File: src/rtl/mem_access_ctrl_pkg.sv
// Shared encodings for the CPU-to-ram256x32 access controller.
package mem_pkg;

  localparam logic [1:0] SZ_BYTE  = 2'b00;
  localparam logic [1:0] SZ_HALF  = 2'b01;
  localparam logic [1:0] SZ_WORD  = 2'b10;
  localparam logic [1:0] SZ_DWORD = 2'b11;

  localparam logic RW_READ  = 1'b1;
  localparam logic RW_WRITE = 1'b0;

  localparam logic [1:0] ST_IDLE = 2'd0;
  localparam logic [1:0] ST_REQ  = 2'd1;
  localparam logic [1:0] ST_REL  = 2'd2;
  localparam logic [1:0] ST_DONE = 2'd3;

  // Halfwords need an even address; words and doublewords need a word boundary.
  function automatic logic is_aligned(input logic [1:0] size, input logic [1:0] lsb);
    case (size)
      SZ_BYTE: is_aligned = 1'b1;
      SZ_HALF: is_aligned = ~lsb[0];
      default: is_aligned = (lsb == 2'b00);
    endcase
  endfunction

endpackage

File: src/rtl/mem_access_ctrl_if.sv
// CPU request bus and RAM MOV/MOC handshake bus seen by mem_access_ctrl.
interface mem_access_ctrl_if #(
  parameter int ADDR_W = 8
);
  logic              Start;
  logic              RW;
  logic [1:0]        Size;
  logic              Signed;
  logic [ADDR_W-1:0] Addr;
  logic [31:0]       WData;
  logic [31:0]       WDataHi;
  logic [31:0]       RData;
  logic [31:0]       RDataHi;
  logic              Busy;
  logic              Done;
  logic              Err;
  logic              MOV;
  logic              ReadWrite;
  logic [ADDR_W-1:0] Address;
  logic [31:0]       DataIn;
  logic [1:0]        DataType;
  logic [31:0]       DataOut;
  logic              MOC;

  modport master (
    input  Start, RW, Size, Signed, Addr, WData, WDataHi, DataOut, MOC,
    output RData, RDataHi, Busy, Done, Err, MOV, ReadWrite, Address, DataIn, DataType
  );

  modport slave (
    output Start, RW, Size, Signed, Addr, WData, WDataHi, DataOut, MOC,
    input  RData, RDataHi, Busy, Done, Err, MOV, ReadWrite, Address, DataIn, DataType
  );
endinterface

File: src/rtl/mem_access_ctrl_sync2.sv
// Generic two-flop synchronizer with synchronous active-low reset.
module sync2 (
  input  logic clk_i,
  input  logic rst_ni,
  input  logic d_i,
  output logic q_o
);
  logic meta_q;
  logic sync_q;

  always_ff @(posedge clk_i) begin
    if (!rst_ni) begin
      meta_q <= 1'b0;
      sync_q <= 1'b0;
    end else begin
      meta_q <= d_i;
      sync_q <= meta_q;
    end
  end

  assign q_o = sync_q;
endmodule

File: src/rtl/mem_access_ctrl.sv
// Bus master turning one-cycle CPU load/store requests into ram256x32 MOV/MOC
// handshakes, with doubleword splitting, alignment check, read extension and timeout.
module mem_access_ctrl
  import mem_pkg::*;
#(
  parameter int TIMEOUT = 64,
  parameter int ADDR_W  = 8
) (
  input  logic               Clk,
  input  logic               Reset_n,
  mem_access_ctrl_if.master  bus
);
  localparam int CNT_W = $clog2(TIMEOUT + 1);
  localparam logic [CNT_W-1:0] CNT_LAST = CNT_W'(TIMEOUT - 1);

  logic [1:0]        state_q, state_d;
  logic              beat_q, beat_d;
  logic [CNT_W-1:0]  cnt_q, cnt_d;
  logic              rw_q, rw_d;
  logic [1:0]        size_q, size_d;
  logic              sgn_q, sgn_d;
  logic [ADDR_W-1:0] addr_q, addr_d;
  logic [31:0]       wdatahi_q, wdatahi_d;
  logic [ADDR_W-1:0] address_q, address_d;
  logic [31:0]       datain_q, datain_d;
  logic [1:0]        dtype_q, dtype_d;
  logic [31:0]       rdata_q, rdata_d;
  logic [31:0]       rdatahi_q, rdatahi_d;
  logic              busy_q, busy_d;
  logic              err_q, err_d;
  logic              mov_q, mov_d;
  logic              done_q, done_d;
  logic              moc_s;

  sync2 u_moc_sync (
    .clk_i  (Clk),
    .rst_ni (Reset_n),
    .d_i    (bus.MOC),
    .q_o    (moc_s)
  );

  function automatic logic [31:0] extend(input logic [1:0] size, input logic sgn,
                                         input logic [31:0] d);
    case (size)
      SZ_BYTE: extend = {{24{sgn & d[7]}}, d[7:0]};
      SZ_HALF: extend = {{16{sgn & d[15]}}, d[15:0]};
      default: extend = d;
    endcase
  endfunction

  always_comb begin
    state_d   = state_q;
    beat_d    = beat_q;
    cnt_d     = cnt_q;
    rw_d      = rw_q;
    size_d    = size_q;
    sgn_d     = sgn_q;
    addr_d    = addr_q;
    wdatahi_d = wdatahi_q;
    address_d = address_q;
    datain_d  = datain_q;
    dtype_d   = dtype_q;
    rdata_d   = rdata_q;
    rdatahi_d = rdatahi_q;
    busy_d    = busy_q;
    err_d     = err_q;

    case (state_q)
      ST_IDLE: begin
        if (bus.Start) begin
          rw_d      = bus.RW;
          size_d    = bus.Size;
          sgn_d     = bus.Signed;
          addr_d    = bus.Addr;
          wdatahi_d = bus.WDataHi;
          address_d = bus.Addr;
          datain_d  = bus.WData;
          dtype_d   = (bus.Size == SZ_DWORD) ? SZ_WORD : bus.Size;
          beat_d    = 1'b0;
          cnt_d     = '0;
          busy_d    = 1'b1;
          if (is_aligned(bus.Size, bus.Addr[1:0])) begin
            err_d   = 1'b0;
            state_d = ST_REQ;
          end else begin
            err_d   = 1'b1;
            state_d = ST_DONE;
          end
        end
      end
      ST_REQ: begin
        if (moc_s) begin
          if (rw_q == RW_READ) begin
            if (beat_q) rdatahi_d = bus.DataOut;
            else        rdata_d   = extend(size_q, sgn_q, bus.DataOut);
          end
          cnt_d   = '0;
          state_d = ST_REL;
        end else if (cnt_q == CNT_LAST) begin
          err_d   = 1'b1;
          state_d = ST_DONE;
        end else begin
          cnt_d = cnt_q + CNT_W'(1);
        end
      end
      ST_REL: begin
        if (!moc_s) begin
          // Second beat of a doubleword targets the next word, wrapping at the top of RAM.
          if (size_q == SZ_DWORD && !beat_q) begin
            beat_d    = 1'b1;
            address_d = addr_q + ADDR_W'(4);
            datain_d  = wdatahi_q;
            cnt_d     = '0;
            state_d   = ST_REQ;
          end else begin
            state_d = ST_DONE;
          end
        end else if (cnt_q == CNT_LAST) begin
          err_d   = 1'b1;
          state_d = ST_DONE;
        end else begin
          cnt_d = cnt_q + CNT_W'(1);
        end
      end
      default: begin
        busy_d  = 1'b0;
        state_d = ST_IDLE;
      end
    endcase

    mov_d  = (state_d == ST_REQ);
    done_d = (state_d == ST_DONE);
  end

  always_ff @(posedge Clk) begin
    if (!Reset_n) begin
      state_q   <= ST_IDLE;
      beat_q    <= 1'b0;
      cnt_q     <= '0;
      rw_q      <= 1'b0;
      size_q    <= 2'b00;
      sgn_q     <= 1'b0;
      addr_q    <= '0;
      wdatahi_q <= '0;
      address_q <= '0;
      datain_q  <= '0;
      dtype_q   <= 2'b00;
      rdata_q   <= '0;
      rdatahi_q <= '0;
      busy_q    <= 1'b0;
      err_q     <= 1'b0;
      mov_q     <= 1'b0;
      done_q    <= 1'b0;
    end else begin
      state_q   <= state_d;
      beat_q    <= beat_d;
      cnt_q     <= cnt_d;
      rw_q      <= rw_d;
      size_q    <= size_d;
      sgn_q     <= sgn_d;
      addr_q    <= addr_d;
      wdatahi_q <= wdatahi_d;
      address_q <= address_d;
      datain_q  <= datain_d;
      dtype_q   <= dtype_d;
      rdata_q   <= rdata_d;
      rdatahi_q <= rdatahi_d;
      busy_q    <= busy_d;
      err_q     <= err_d;
      mov_q     <= mov_d;
      done_q    <= done_d;
    end
  end

  assign bus.RData     = rdata_q;
  assign bus.RDataHi   = rdatahi_q;
  assign bus.Busy      = busy_q;
  assign bus.Done      = done_q;
  assign bus.Err       = err_q;
  assign bus.MOV       = mov_q;
  assign bus.ReadWrite = rw_q;
  assign bus.Address   = address_q;
  assign bus.DataIn    = datain_q;
  assign bus.DataType  = dtype_q;
endmodule

File: src/flat_wrapper.sv
// flat-port wrapper written by rule: the top's interface ports become plain ports
module mem_access_ctrl_flat import mem_pkg::*;
#(
  parameter int TIMEOUT = 64,
  parameter int ADDR_W  = 8
)
  (Clk, Reset_n, bus_Start, bus_RW, bus_Size, bus_Signed, bus_Addr, bus_WData, bus_WDataHi, bus_DataOut, bus_MOC, bus_RData, bus_RDataHi, bus_Busy, bus_Done, bus_Err, bus_MOV, bus_ReadWrite, bus_Address, bus_DataIn, bus_DataType);
  mem_access_ctrl_if #(.ADDR_W(ADDR_W)) bus_i ();
  input  logic Clk;
  input  logic Reset_n;
  input wire logic [$bits(bus_i.Start)-1:0] bus_Start;
  input wire logic [$bits(bus_i.RW)-1:0] bus_RW;
  input wire logic [$bits(bus_i.Size)-1:0] bus_Size;
  input wire logic [$bits(bus_i.Signed)-1:0] bus_Signed;
  input wire logic [$bits(bus_i.Addr)-1:0] bus_Addr;
  input wire logic [$bits(bus_i.WData)-1:0] bus_WData;
  input wire logic [$bits(bus_i.WDataHi)-1:0] bus_WDataHi;
  input wire logic [$bits(bus_i.DataOut)-1:0] bus_DataOut;
  input wire logic [$bits(bus_i.MOC)-1:0] bus_MOC;
  output wire logic [$bits(bus_i.RData)-1:0] bus_RData;
  output wire logic [$bits(bus_i.RDataHi)-1:0] bus_RDataHi;
  output wire logic [$bits(bus_i.Busy)-1:0] bus_Busy;
  output wire logic [$bits(bus_i.Done)-1:0] bus_Done;
  output wire logic [$bits(bus_i.Err)-1:0] bus_Err;
  output wire logic [$bits(bus_i.MOV)-1:0] bus_MOV;
  output wire logic [$bits(bus_i.ReadWrite)-1:0] bus_ReadWrite;
  output wire logic [$bits(bus_i.Address)-1:0] bus_Address;
  output wire logic [$bits(bus_i.DataIn)-1:0] bus_DataIn;
  output wire logic [$bits(bus_i.DataType)-1:0] bus_DataType;
  assign bus_i.Start = bus_Start;
  assign bus_i.RW = bus_RW;
  assign bus_i.Size = bus_Size;
  assign bus_i.Signed = bus_Signed;
  assign bus_i.Addr = bus_Addr;
  assign bus_i.WData = bus_WData;
  assign bus_i.WDataHi = bus_WDataHi;
  assign bus_i.DataOut = bus_DataOut;
  assign bus_i.MOC = bus_MOC;
  assign bus_RData = bus_i.RData;
  assign bus_RDataHi = bus_i.RDataHi;
  assign bus_Busy = bus_i.Busy;
  assign bus_Done = bus_i.Done;
  assign bus_Err = bus_i.Err;
  assign bus_MOV = bus_i.MOV;
  assign bus_ReadWrite = bus_i.ReadWrite;
  assign bus_Address = bus_i.Address;
  assign bus_DataIn = bus_i.DataIn;
  assign bus_DataType = bus_i.DataType;
  mem_access_ctrl #(.TIMEOUT(TIMEOUT), .ADDR_W(ADDR_W)) u_core (.Clk(Clk), .Reset_n(Reset_n), .bus(bus_i));
endmodule
File: config.mk
export PLATFORM = sky130hd
export DESIGN_NAME = mem_access_ctrl_flat
export DESIGN_NICKNAME = d
export VERILOG_FILES = /design/src/rtl/mem_access_ctrl_pkg.sv /design/src/rtl/mem_access_ctrl_if.sv /design/src/rtl/mem_access_ctrl_sync2.sv /design/src/rtl/mem_access_ctrl.sv /design/src/flat_wrapper.sv
export SDC_FILE = /design/constraint.sdc
export NUM_CORES = 1
export LEC_CHECK = 0
export CAP_MARGIN = 20
export CORE_UTILIZATION = 25
export DETAILED_ROUTE_END_ITERATION = 8
export GPL_TIMING_DRIVEN = 0
export PLACE_DENSITY = 0.5
export REMOVE_ABC_BUFFERS = 1
export SETUP_SLACK_MARGIN = 0.02
export SYNTH_ARGS = -nofsm -noshare
export SYNTH_HDL_FRONTEND = slang
export SYNTH_HIERARCHICAL = 1
export SYNTH_SLANG_ARGS = --single-unit
export TNS_END_PERCENT = 20
File: constraint.sdc
create_clock -name Clk -period 2.66 [get_ports Clk]
set_clock_uncertainty 0.1 [all_clocks]
set_input_delay 0.266 -clock Clk [delete_from_list [all_inputs] [get_ports Clk]]
set_output_delay 0.266 -clock Clk [all_outputs]
set_load 0.03 [all_outputs]
==> metrics <==
Max Freq 0.420 GHz; die width 167 um; r2r startpoint u_core/state_q[1]; root buffer cell clkbuf_16; TritonCTS clock tree built; vias in the first global route 5930; Iter 0 DRT Violations 316; Synth top cells by count nand2_1, dfxtp_1, a21boi_0, clkbuf_1, mux2i_1; Worst-Skew Late Latency 420 ps; Hold Fails Final Rpt 0; crit-path max cell delay 430 ps; HPWL Detailed 13800 um; CTS H-tree depth 4; Pint 5.80 mW; CTS Buf Count 17; cells on worst reg2reg path 7; WP data arrival 2590 ps; number of synthesized register bits 166; endpoints failing setup 0; first-pass GRT wire length 33300 um; die area 27800 um2; clock buffer depth 2; final antenna-violating net count 0; fin area 10000 um2; Cell Area, Placed 9380 um2; top-count cell post-synth nand2_1; Area contributors post-synth dfxtp_1, nand2_1, a21boi_0; gr ovfl total 0; peak supply drop 0.423 mV; Starting Density 0.257; status finished, final reports clean; initial antenna violation count 0; Core ar. 26400 um2; HP Class input pin to register; Post-Syn Instances 774; DRT Wirelength 21000 um; routed vias/inst 4.58; Inserted Diodes 0; GPL Wtd Cong 0.736; register area share after synthesis 0.490; Vias 6062; Total GRT Usage 0.151; layout cells sized above 1 0.0617; leading area contributor after synthesis dfxtp_1; final core occ 0.381; Crit. Startpoint u_core/state_q[1]; RSZ-0062 raised after global routing no; Crit Path Category register to register; DRT Pass-1 Iters 4; NetSw 3.43 mW; WHS Path Cells 2; Final Slew Violations 0; Worst EP required 2870 ps; critical path startpoint category register; Slew @ Worst Pin 860 ps; count of different cell masters after synthesis 46; combinational share of power 0.387; Cell Chain, Critical Path inv_1, ha_1, nand3_1, nand2b_1, nor2_2, buf_4, a21oi_1; drt wl/cell 15.8 um; Worst setup EP type register; synth warn 6; Post-synth EDFFs 0; largest net degree at the start of global routing 94; Sw Ratio 0.372; Ports 223; Power Density 920 nW/um2; TritonCTS Sinks 166; Die H 167 um; Main synth FF type dfxtp_1; Max Cap Violations 0; Yosys top cell area share 0.490; Seq pwr share 0.351; synthesized area 6780 um2; Final min period 2380 ps; Pleak 3.81 nW; Max transition margin 0.426; Final nets 1093; Critical Path Fanout Max 11; DRC 0; Port Buffers 222; Core Rows 59; Layout Area Growth over Synthesis 48.0%; CTS clk-pin slew, worst paths 70 ps; Mapped Avg Cell Area 8.76 um2; Period Utilization, post-route 0.895; clock network fraction of design power 0.262; Final Power 9.23 mW; Worst Hold Launch Reset_n; asr flop ratio synth 0; CP max stage cell nand2b_1
==> worst paths after layout <==
kind,end,slack [ps]
max,u_core/bus.RData[23],280
min,u_core/bus.DataIn[27],170
max reg2reg,u_core/bus.RData[23],280
min reg2reg,u_core/u_moc_sync/q_o,330
==> kinds of logic (layout without fill, tap and decap cells) <==
| group | after synthesis | count (layout) | synth area share |
|---|---|---|---|
| buffers and inverters | 62 | 276 | 0.0388 |
| DFF | 166 | 166 | 0.490 |
| muxes | 39 | 39 | 0.0576 |
| adders and majority gates | 6 | 6 | 0.0111 |
| AOI/OAI and AO/OA | 210 | 210 | 0.226 |
| and+or+nand+nor | 288 | 288 | 0.172 |
| xor gates and xnor gates | 3 | 3 | 0.00388 |
==> placed cells by master, fill, tap and decap left out, types with 5 or more instances in the layout <==
cell             instances
dfxtp_1                165
clkbuf_16               17
buf_8                    5
a21oi_1                 37
nor2_1                  13
mux2i_1                 39
o211a_1                 36
buf_4                    5
nor2b_1                  5
o21ai_0                 29
ha_1                     5
nand2_1                238
inv_1                    6
clkdlybuf4s50_1        221
nand3_1                  6
a21boi_0                86
==> registers in the layout (all words and copies together), names as in the netlist <==
| register | cells |
|---|---|
| u_core/bus.DataType | 2 |
| u_core/sgn_q | 1 |
| u_core/bus.Done | 1 |
| u_core/addr_q | 8 |
| u_core/bus.Busy | 1 |
| u_core/bus.DataIn | 32 |
| u_core/u_moc_sync/meta_q | 1 |
| u_core/bus.RDataHi | 32 |
| u_core/size_q | 2 |
| u_core/state_q | 2 |
| u_core/cnt_q | 7 |
| u_core/u_moc_sync/q_o | 1 |
| u_core/wdatahi_q | 32 |
| u_core/bus.Address | 8 |
| u_core/beat_q | 1 |
| u_core/bus.Err | 1 |
| u_core/bus.ReadWrite | 1 |
| u_core/bus.RData | 32 |
| u_core/bus.MOV | 1 |
==> final cells by class <==
cell class | instances | area (um2)
Fill cell | 2737 | 16300
Sequential cell | 166 | 3320
Multi-Input combinational cell | 546 | 3230
Timing Repair Buffer | 238 | 2470
Clock buffer | 20 | 457
Tap cell | 335 | 419
Clock inverter | 12 | 113
Inverter | 6 | 22.5
==> per-layer routing <==
metal  track usage  wire length [um]  up-vias
met5             0                 0        -
met4        0.0338               130        0
met3        0.0561              1610        9
met2         0.238              9210      184
met1         0.196             10000     2829
li1              -                 -     3040
==> critical path: cells and delay by family, from the launching register on <==
| family | cells | cell delay (ps) |
|---|---|---|
| AO/OA/AOI/OAI | 1 | 90 |
| adder cells (fa/ha/maj) | 1 | 290 |
| buffers and inverters | 2 | 370 |
| flip-flops | 1 | 380 |
| AND/OR/NAND/NOR | 3 | 1030 |
==> metrics by stage <==
stage	instances	worst slack [ps]	setup TNS, ps	hold slack (ps)
detailed placement	1285	-515	-13480	319
global placement	1275	-4010	-480540	318
CTS	1322	101	0	176
floorplan	718	-1730	-67850	288
global route	1323	66.5	0	193
finish	1323	280	0	169
==> power groups by stage <==
stage | logic, mW | clock network, mW | registers [mW]
5_1_grt | 3.85 | 2.64 | 3.30
6_report | 3.57 | 2.42 | 3.24
3_5_place_dp | 3.48 | 0 | 3.29
4_1_cts | 3.61 | 2.53 | 3.24
2_1_floorplan | 1.34 | 0 | 3.90
3_3_place_gp | 3.39 | 0 | 3.28
==> what timing repair did <==
| item | CTS | global route |
|---|---|---|
| endpoints found under the setup margin | 43 | 38 |
| hold buffers | 0 | 0 |
| pin swaps | 1 | 0 |
| cloned | 0 | 0 |
| setup buffers | 5 | 1 |
| gates resized for setup | 0 | 3 |
| endpoints found under the hold margin | 0 | 0 |
No activity file was read; power rests on OpenSTA's default activity.
